**src/rtl/if_pkg.sv**
```systemverilog
// Shared constants and types for the instruction-fetch prefetch stage.
package if_pkg;

  localparam int unsigned DATA_W_DEF = 16;
  localparam int unsigned ADDR_W_DEF = 16;
  localparam int unsigned DEPTH_DEF  = 4;
  localparam int unsigned IMM_W_DEF  = 12;
  localparam int unsigned OPC_W_DEF  = 4;

  // Direct-jump opcode recognised at fetch time.
  localparam logic [OPC_W_DEF-1:0] JMP_OPC_DEF = 4'b1101;

  // One buffered fetch result at the default widths.
  typedef struct packed {
    logic [ADDR_W_DEF-1:0] pc;
    logic [DATA_W_DEF-1:0] instr;
  } fetch_entry_t;

endpackage

```
**src/rtl/if_fifo.sv**
```systemverilog
// Synchronous FIFO with a registered head word (first-word fall-through).
// The head register keeps its last value once the FIFO runs empty.
module if_fifo
  import if_pkg::*;
#(
  parameter int unsigned WIDTH = 32,
  parameter int unsigned DEPTH = DEPTH_DEF
) (
  input  logic                         clk,
  input  logic                         rst,
  input  logic                         push,
  input  logic [WIDTH-1:0]             wdata,
  input  logic                         pop,
  input  logic                         flush,
  output logic [WIDTH-1:0]             rdata,
  output logic [$clog2(DEPTH+1)-1:0]   count
);

  localparam int unsigned PW = $clog2(DEPTH);
  localparam int unsigned CW = $clog2(DEPTH + 1);

  logic [WIDTH-1:0] mem_q [DEPTH];
  logic [PW-1:0]    rd_q, rd_d, wr_q, wr_d;
  logic [CW-1:0]    count_q, count_d;
  logic [WIDTH-1:0] head_q, head_d;
  logic             do_push, do_pop;

  // Pointer/count bookkeeping and next head word.
  always_comb begin
    do_pop  = pop && (count_q != '0) && !flush;
    do_push = push && !flush && ((count_q < CW'(DEPTH)) || do_pop);
    count_d = flush ? '0 : count_q + CW'(do_push) - CW'(do_pop);
    rd_d    = flush ? wr_q : rd_q + PW'(do_pop);
    wr_d    = wr_q + PW'(do_push);
    head_d  = head_q;
    if (count_d != '0) begin
      // When the FIFO would otherwise be empty the new head is the word being written.
      if ((count_q - CW'(do_pop)) == '0) head_d = wdata;
      else                               head_d = mem_q[rd_d];
    end
  end

  // Control state register.
  always_ff @(posedge clk) begin
    if (rst) begin
      rd_q    <= '0;
      wr_q    <= '0;
      count_q <= '0;
      head_q  <= '0;
    end else begin
      rd_q    <= rd_d;
      wr_q    <= wr_d;
      count_q <= count_d;
      head_q  <= head_d;
    end
  end

  // Storage array write port.
  always_ff @(posedge clk) begin
    if (do_push) mem_q[wr_q] <= wdata;
  end

  assign rdata = head_q;
  assign count = count_q;

endmodule

```
**src/rtl/if_prefetch.sv**
```systemverilog
// Instruction-fetch stage: issues in-order fetches, buffers {pc, instr} results,
// follows direct jumps at fetch time and flushes on execute-stage redirects.
module if_prefetch
  import if_pkg::*;
#(
  parameter int unsigned       DATA_W   = DATA_W_DEF,
  parameter int unsigned       ADDR_W   = ADDR_W_DEF,
  parameter int unsigned       DEPTH    = DEPTH_DEF,
  parameter int unsigned       IMM_W    = IMM_W_DEF,
  parameter int unsigned       OPC_W    = OPC_W_DEF,
  parameter logic [OPC_W-1:0]  JMP_OPC  = OPC_W'(JMP_OPC_DEF),
  parameter logic [ADDR_W-1:0] RESET_PC = '0
) (
  input  logic              clk,
  input  logic              rst,
  input  logic              hlt,
  input  logic              redirect_valid,
  input  logic [ADDR_W-1:0] redirect_pc,
  output logic              imem_req,
  output logic [ADDR_W-1:0] imem_addr,
  input  logic              imem_gnt,
  input  logic              imem_rvalid,
  input  logic [DATA_W-1:0] imem_rdata,
  output logic              out_valid,
  input  logic              out_ready,
  output logic [DATA_W-1:0] out_instr,
  output logic [ADDR_W-1:0] out_pc,
  output logic              busy
);

  localparam int unsigned CW = $clog2(DEPTH + 1);
  localparam int unsigned EW = ADDR_W + DATA_W;

  logic [ADDR_W-1:0] fetch_pc_q, fetch_pc_d;
  logic [ADDR_W-1:0] resp_pc_q, resp_pc_d;
  logic [CW-1:0]     outst_q, outst_d;
  logic [CW-1:0]     drop_q, drop_d;
  logic [CW-1:0]     fifo_count;
  logic [EW-1:0]     fifo_rdata;
  logic [ADDR_W-1:0] imm_sext, jump_target;
  logic              issue, accept, is_jump, pop;

  // Issue gating, response acceptance, predecode and PC/counter next state.
  always_comb begin
    // Every outstanding request owns a FIFO slot, so the FIFO can never overflow.
    imem_req    = !hlt && !rst &&
                  (({1'b0, fifo_count} + {1'b0, outst_q}) < (CW + 1)'(DEPTH));
    imem_addr   = fetch_pc_q;
    issue       = imem_req && imem_gnt;
    accept      = imem_rvalid && (drop_q == '0) && !redirect_valid;
    is_jump     = accept && (imem_rdata[DATA_W-1 -: OPC_W] == JMP_OPC);
    imm_sext    = {{(ADDR_W - IMM_W){imem_rdata[IMM_W-1]}}, imem_rdata[IMM_W-1:0]};
    jump_target = resp_pc_q + ADDR_W'(1) + imm_sext;
    outst_d     = outst_q + CW'(issue) - CW'(imem_rvalid);

    fetch_pc_d = fetch_pc_q;
    resp_pc_d  = resp_pc_q;
    drop_d     = drop_q;
    if (issue) fetch_pc_d = fetch_pc_q + ADDR_W'(1);
    if (imem_rvalid && (drop_q != '0)) drop_d = drop_q - CW'(1);
    if (accept) resp_pc_d = resp_pc_q + ADDR_W'(1);

    // Any request still in flight after a change of flow is wrong-path.
    if (redirect_valid) begin
      fetch_pc_d = redirect_pc;
      resp_pc_d  = redirect_pc;
      drop_d     = outst_d;
    end else if (is_jump) begin
      fetch_pc_d = jump_target;
      resp_pc_d  = jump_target;
      drop_d     = outst_d;
    end

    pop       = out_valid && out_ready && !redirect_valid;
    out_valid = (fifo_count != '0);
    out_pc    = fifo_rdata[EW-1 -: ADDR_W];
    out_instr = fifo_rdata[DATA_W-1:0];
    busy      = (outst_q != '0) || (fifo_count != '0);
  end

  // Fetch/response PC and request-tracking registers.
  always_ff @(posedge clk) begin
    if (rst) begin
      fetch_pc_q <= RESET_PC;
      resp_pc_q  <= RESET_PC;
      outst_q    <= '0;
      drop_q     <= '0;
    end else begin
      fetch_pc_q <= fetch_pc_d;
      resp_pc_q  <= resp_pc_d;
      outst_q    <= outst_d;
      drop_q     <= drop_d;
    end
  end

  if_fifo #(
    .WIDTH (EW),
    .DEPTH (DEPTH)
  ) u_fifo (
    .clk   (clk),
    .rst   (rst),
    .push  (accept),
    .wdata ({resp_pc_q, imem_rdata}),
    .pop   (pop),
    .flush (redirect_valid),
    .rdata (fifo_rdata),
    .count (fifo_count)
  );

endmodule

```
**config.mk**
```make
export PLATFORM = sky130hd
export DESIGN_NAME = if_prefetch
export DESIGN_NICKNAME = d
export VERILOG_FILES = /design/src/rtl/if_pkg.sv /design/src/rtl/if_fifo.sv /design/src/rtl/if_prefetch.sv
export SDC_FILE = /design/constraint.sdc
export NUM_CORES = 1
export LEC_CHECK = 0
export ABC_CLOCK_PERIOD_IN_PS = 3900
export BUFFER_PORTS_ARGS = -buffer_cell sky130_fd_sc_hd__buf_2
export CAP_MARGIN = 15
export CORE_ASPECT_RATIO = 0.7
export CORE_MARGIN = 5
export CORE_UTILIZATION = 40
export CTS_BUF_LIST = sky130_fd_sc_hd__clkbuf_2
export CTS_CLUSTER_DIAMETER = 200
export DETAILED_ROUTE_END_ITERATION = 10
export HOLD_SLACK_MARGIN = 0.02
export SYNTH_ARGS = -nofsm -noshare
export SYNTH_HDL_FRONTEND = slang
export SYNTH_SLANG_ARGS = --single-unit
```
**constraint.sdc**
```tcl
create_clock -name clk -period 3.9 [get_ports clk]
set_input_delay 0.39 -clock clk [delete_from_list [all_inputs] [get_ports clk]]
set_output_delay 0.39 -clock clk [all_outputs]
set_load 0.005 [all_outputs]
```
* Word level (Yosys, flattened, before mapping)
Memory sizes are Yosys's and may differ from the RTL's. Index checks and enable logic that the tools add are counted.
Cells by class: add/subtract/negate cells 12, multiply operators 0, divide/modulo/power cells 0, $lt $le $gt $ge 2, eq/ne operators 1, shift-type cells 0, mux-type cells 14, bitwise logic cells 0, reductions and logical operators 27
Operators with widths (number):
- 16-bit 2-to-1 mux | 6
- 16-bit by 1-bit adder with 16-bit output, second input constant | 2
- 32-bit 2-to-1 mux | 1
- 3-bit nonzero test | 7
- 16-bit adder | 1
- 1-bit logical AND | 13
- 3-bit 2-to-1 mux | 4
- 3-bit by 1-bit subtractor with 3-bit output | 3
- 3-bit by 1-bit adder with 3-bit output | 2
- 3-bit logical NOT | 2
- 2-bit by 1-bit adder with 2-bit output | 2
- 3-bit by 3-bit adder with 4-bit output | 1
- 4-bit == test, second input constant | 1
- 4-bit by 3-bit < comparator with 1-bit output, second input constant | 1
- 1-bit logical NOT | 3
- 3-bit < comparator, second input constant | 1
- 3-bit by 1-bit subtractor with 3-bit output, second input constant | 1
- 1-bit logical OR | 2
- 1-bit 2-to-1 mux | 2
- 2-bit 2-to-1 mux | 1
Word-level totals: register bits after elaboration 77, latch bits 0, memory bits (writable) 128, memory bits (read-only) 0, output and inout bits 51, word-level logic and storage cells 65, memories 1
Memory list:
- u_fifo.mem_q | words 4, width 32, read ports 1, clocked after memory_dff 0, write ports 1, RTL line if_fifo.sv:22 | logic [WIDTH-1:0] mem_q [DEPTH];

* Depth between registers and ports, before layout
depth after elaboration 11, gate-level depth with buffers 15, depth with buffers taken out 13

* Cells and area by module
A second synthesis with hierarchy kept.
Unflattened totals: cells, all modules 1138, area, all modules 11001.8 sq um
Modules (own cells, without submodules):
- if_fifo | instances 1, cells each 686, area each 7598.5 sq um, sequential area each 4624.4 sq um
- if_prefetch | instances 1, cells each 452, area each 3403.3 sq um, sequential area each 760.7 sq um

* Worst setup path after synthesis
Ideal clock, no wire load.
path kind flip-flop to flip-flop, from reg drop_q[0], to mem u_fifo.mem_q[0][0] (enable), data arrival time 3.665 ns, path slack -0.233 ns, stages on the path, launching flop included 7, path buffers 1, cells stage by stage dfxtp_1 -> inv_1 -> ha_1 -> nand3b_1 -> clkbuf_1 -> nor3_1 -> nor3b_1
On the way: cells in the longest elaborated chain, start to end 7
Ends and longest elaborated chain:
- start: declaration | RTL line if_prefetch.sv:37 | logic [CW-1:0] drop_q, drop_d;
- start signal: assignment | RTL line if_prefetch.sv:92 | drop_q <= drop_d;
- 3-bit logical NOT | RTL line if_prefetch.sv:50 | accept = imem_rvalid && (drop_q == '0) && !redirect_valid;
- 1-bit logical AND (2 in a row) | RTL line if_prefetch.sv:50
- 1-bit logical AND (2 in a row) | RTL line if_fifo.sv:31 | do_push = push && !flush && ((count_q < CW'(DEPTH)) || do_pop);
- 1-bit 2-to-1 mux | RTL line if_fifo.sv:60 | if (do_push) mem_q[wr_q] <= wdata;
- 1-bit 2-to-1 mux (not written as such) | RTL line if_fifo.sv:60
- end: declaration | RTL line if_fifo.sv:22
No other way between the ends.

* Final worst setup path
from reg resp_pc_q[0], to reg fetch_pc_q[15] (netlist: imem_addr[15])
On the way: cells in the longest elaborated chain, start to end 4
Ends and longest elaborated chain:
- start: declaration | RTL line if_prefetch.sv:35 | logic [ADDR_W-1:0] resp_pc_q, resp_pc_d;
- start signal: assignment | RTL line if_prefetch.sv:90 | resp_pc_q <= resp_pc_d;
- 16-bit by 1-bit adder with 16-bit output | RTL line if_prefetch.sv:53 | jump_target = resp_pc_q + ADDR_W'(1) + imm_sext;
- 16-bit adder | RTL line if_prefetch.sv:53
- 16-bit 2-to-1 mux | RTL line if_prefetch.sv:68 | end else if (is_jump) begin
- 16-bit 2-to-1 mux | RTL line if_prefetch.sv:64 | if (redirect_valid) begin
- end signal: assignment | RTL line if_prefetch.sv:89 | fetch_pc_q <= fetch_pc_d;
- end: declaration | RTL line if_prefetch.sv:34 | logic [ADDR_W-1:0] fetch_pc_q, fetch_pc_d;
No other way between the ends. A chain may end at the register's enable or synchronous reset.

==> run_results.csv <==
group,metric,value,unit
synthesis,synth-async-reset-ratio,0,%
synthesis,ys_ff_latch,205,
route,drt_wl_total,24600,um
die,start_util,40.7,%
power_and_ir_drop,peakVddDrop,0.213,mV
clock_tree,postCtsResizedCells,0,
power_and_ir_drop,clock_power_share,28.9,%
flow_run,drv_cap,0,
synthesis,synth_commonest_cells,"edfxtp_1 (128), nor2_1 (89), dfxtp_1 (77)",
final_layout,final_net_count,1021,
global_route,grt_pass1_vias,6893,
setup_path,cp_common_cell,"a21oi_1",
clock_tree,numCtsBuffers,50,
route,first_pass_iters,5,
power_and_ir_drop,pwr-share-comb,21.5,%
sta,slew_viol_final,0,
run_status,status,"finished clean",
synthesis,ys_seq_area_share,55.6,%
synthesis,ys_types,59,
power_and_ir_drop,intPower,3.63,mW
sta,min_period_over_period,85.9,%
route,via_count,7005,
power_and_ir_drop,swShare,30.9,%
global_route,antenna_found_initial,0,
sta,hold_viol_final,0,
setup_path,cpMaxStageDelayCell,"dfxtp_1",
setup_path,crit_start,"resp_pc_q[0]$_SDFFE_PP0P_",
route,post_drt_wl_per_cell,18.8,um
global_route,grt_use_total,17.8,%
final_layout,syn_to_final_growth,18.1,%
setup_path,path_max_fanout,11,
power_and_ir_drop,p_sw,1.63,mW
clock_tree,tritoncts,"built",
final_layout,final_core_util,48.1,%
sta,whs,0.0903,ns
setup_path,reg2reg_from,"resp_pc_q[0]$_SDFFE_PP0P_",
sta,finalSetupTns,0,ns
global_route,grt_max_degree,76,
hold_path,hp-start,"imem_rvalid",
clock_tree,clk_path_buf_depth,3,
die,die_area,27500,um2
hold_path,min_path_type,"input port to flop",
clock_tree,clkSinkCount,205,
power_and_ir_drop,totalPowerFinal,5.26,mW
sta,slew_headroom,42.4,%
setup_path,required,4.58,ns
sta,setup_violations,0,
route,drt_iter0_markers,481,
sta,worst_slack,0.548,ns
final_layout,stdcell_area,11400,um2
global_route,grt_pass1_wl,39000,um
global_route,overflow,0,
setup_path,end_kind,"flop",
setup_path,critPathMaxStageDelay,0.54,ns
synthesis,synth_edf_count,128,
die,die_w,196,um
power_and_ir_drop,p_per_area,460,nW/um2
synthesis,yosysMostFrequentCell,"edfxtp_1",
final_layout,drive_gt1_share,24.6,%
sta,fin_crit,3.35,ns
setup_path,arrival,4.03,ns
die,io_pins,90,
final_layout,fin_cells,1305,
place,numPlacedInstances,1177,
route,drt-vias-per-instance,5.37,
power_and_ir_drop,leakagePower,4.60,nW
synthesis,syn_inst,793,
clock_tree,h-tree-depth,2,
synthesis,synth_top_cell_by_area,"edfxtp_1",
place,hpwlAfterDp,16600,um
setup_path,crit_chain,"ha_1 > nand3_1 > nor2_1 > nand2_1 > xnor2_1 > ha_1 > a21oi_1 > o21ai_0 > a31o_2 > a21oi_1 > a21oi_1 > xnor2_1 > a221oi_1",
die,die_h,140,um
setup_path,crit_path_start_kind,"flop",
route,final_antenna_net_count,0,
clock_tree,clk-insertion-delay-late,0.82,ns
synthesis,syn_area_per_cell,12.2,um2
place,placed_cell_area,10600,um2
sta,rsz0062_at_grt,"false",
die,fp.coreArea,23800,um2
synthesis,syn-num-nets,868,
sta,skew,0.0662,ns
clock_tree,clk_pin_slew,0.11,ns
sta,worst_pin_slew,0.864,ns
route,drc,0,
synthesis,netlist_area,9680,um2
power_and_ir_drop,power_frac_seq,49.6,%
place,dp_slack,0.593,ns
synthesis,synth_top_area_share,39.7,%
setup_path,critPathKind,"flop to flop",
final_layout,diodes,0,
sta,max_freq,298,MHz
synthesis,synth_ff_type,"edfxtp_1",
place,io_buffer_count,89,
clock_tree,cts-root-buf,"clkbuf_2",
synthesis,yosys-top-cells-area,"edfxtp_1 (40%), dfxtp_1 (16%), mux4_2 (7.4%)",
die,rows,47,
place,place_congestion,0.887,
synthesis,yosys_warnings,0,
==> cells in the final DEF (no fill, tap or decap), drive strengths merged, types with 32 or more instances in the layout <==
master       instances
edfxtp             128
buf                109
nor2                89
clkbuf              86
dfxtp               77
a211oi              48
nand2               46
a21oi               42
dlygate4sd3         35
mux2i               34
ha                  33
mux4                32
==> power groups by stage <==
stage | Clock, mW | Sequential (mW) | Combinational (mW)
after floorplan | 0 | 2.62 | 0.753
after global placement | 0 | 2.65 | 1.10
after detailed placement | 0 | 2.66 | 1.11
after CTS | 1.58 | 2.61 | 1.15
after global routing | 1.69 | 2.63 | 1.26
final | 1.52 | 2.61 | 1.13
==> logic make-up (layout without fill, tap and decap cells) <==
kind of cell	count (synthesis)	after routing	share of synthesized area, %
AND/OR/NAND/NOR	214	214	10.3
flip-flops	205	205	55.6
AO/OA/AOI/OAI	159	159	11.1
multiplexers	66	66	11.0
buffers and inverters	63	257	2.60
XOR/XNOR	50	50	4.52
adder cells (fa/ha/maj)	36	36	4.89
==> worst max-delay path: cells and delay by family, from the launching register on <==
kind / cells / cell delay, ns
AND/OR/NAND/NOR: 3 / 0.56
adder cells (fa/ha/maj): 2 / 0.62
AO/OA/AOI/OAI: 6 / 1.21
XOR/XNOR: 2 / 0.33
flip-flops: 1 / 0.54
==> metal layers <==
metal | track usage, % | wire, um | up-vias
li1 | - | - | 3341
met1 | 26.3 | 12100 | 3441
met2 | 26.6 | 10700 | 184
met3 | 4.03 | 1380 | 39
met4 | 4.55 | 370 | 0
met5 | 0 | 0 | -
==> flip-flops by register name, summed over array words and instances, names as in the netlist <==
register      flops
u_fifo.rdata     32
imem_addr        16
outst_q           3
drop_q            3
u_fifo.wr_q       2
u_fifo.rd_q       2
resp_pc_q        16
u_fifo.count      3
u_fifo.mem_q    128
==> area by class of cell <==
class / instances / area [um2]
sequential: 205 / 5390
clock buffer: 86 / 430
timing repair buffer: 144 / 983
multi-input combinational: 525 / 4100
inverter: 20 / 75.1
clock inverter: 7 / 62.6
fill: 2209 / 12300
tap: 318 / 398
==> what timing repair did <==
action / CTS / global route
hold buffers: 35 / 0
setup buffers: 0 / 0
hold endpoints to repair: 109 / 0
==> path summary, 6_finish.rpt <==
kind / slack (ns) / end / cells after the start
worst max register to register: 0.55 / imem_addr[15]$_SDFFE_PP0P_ / 13
worst min register to register: 0.50 / u_fifo.rdata[25]$_SDFFE_PP0P_ / 2
worst max-delay path: 0.55 / imem_addr[15]$_SDFFE_PP0P_ / 13
worst min-delay path: 0.09 / drop_q[0]$_SDFFE_PP0P_ / 4
Power figures use the tool's default switching activity.
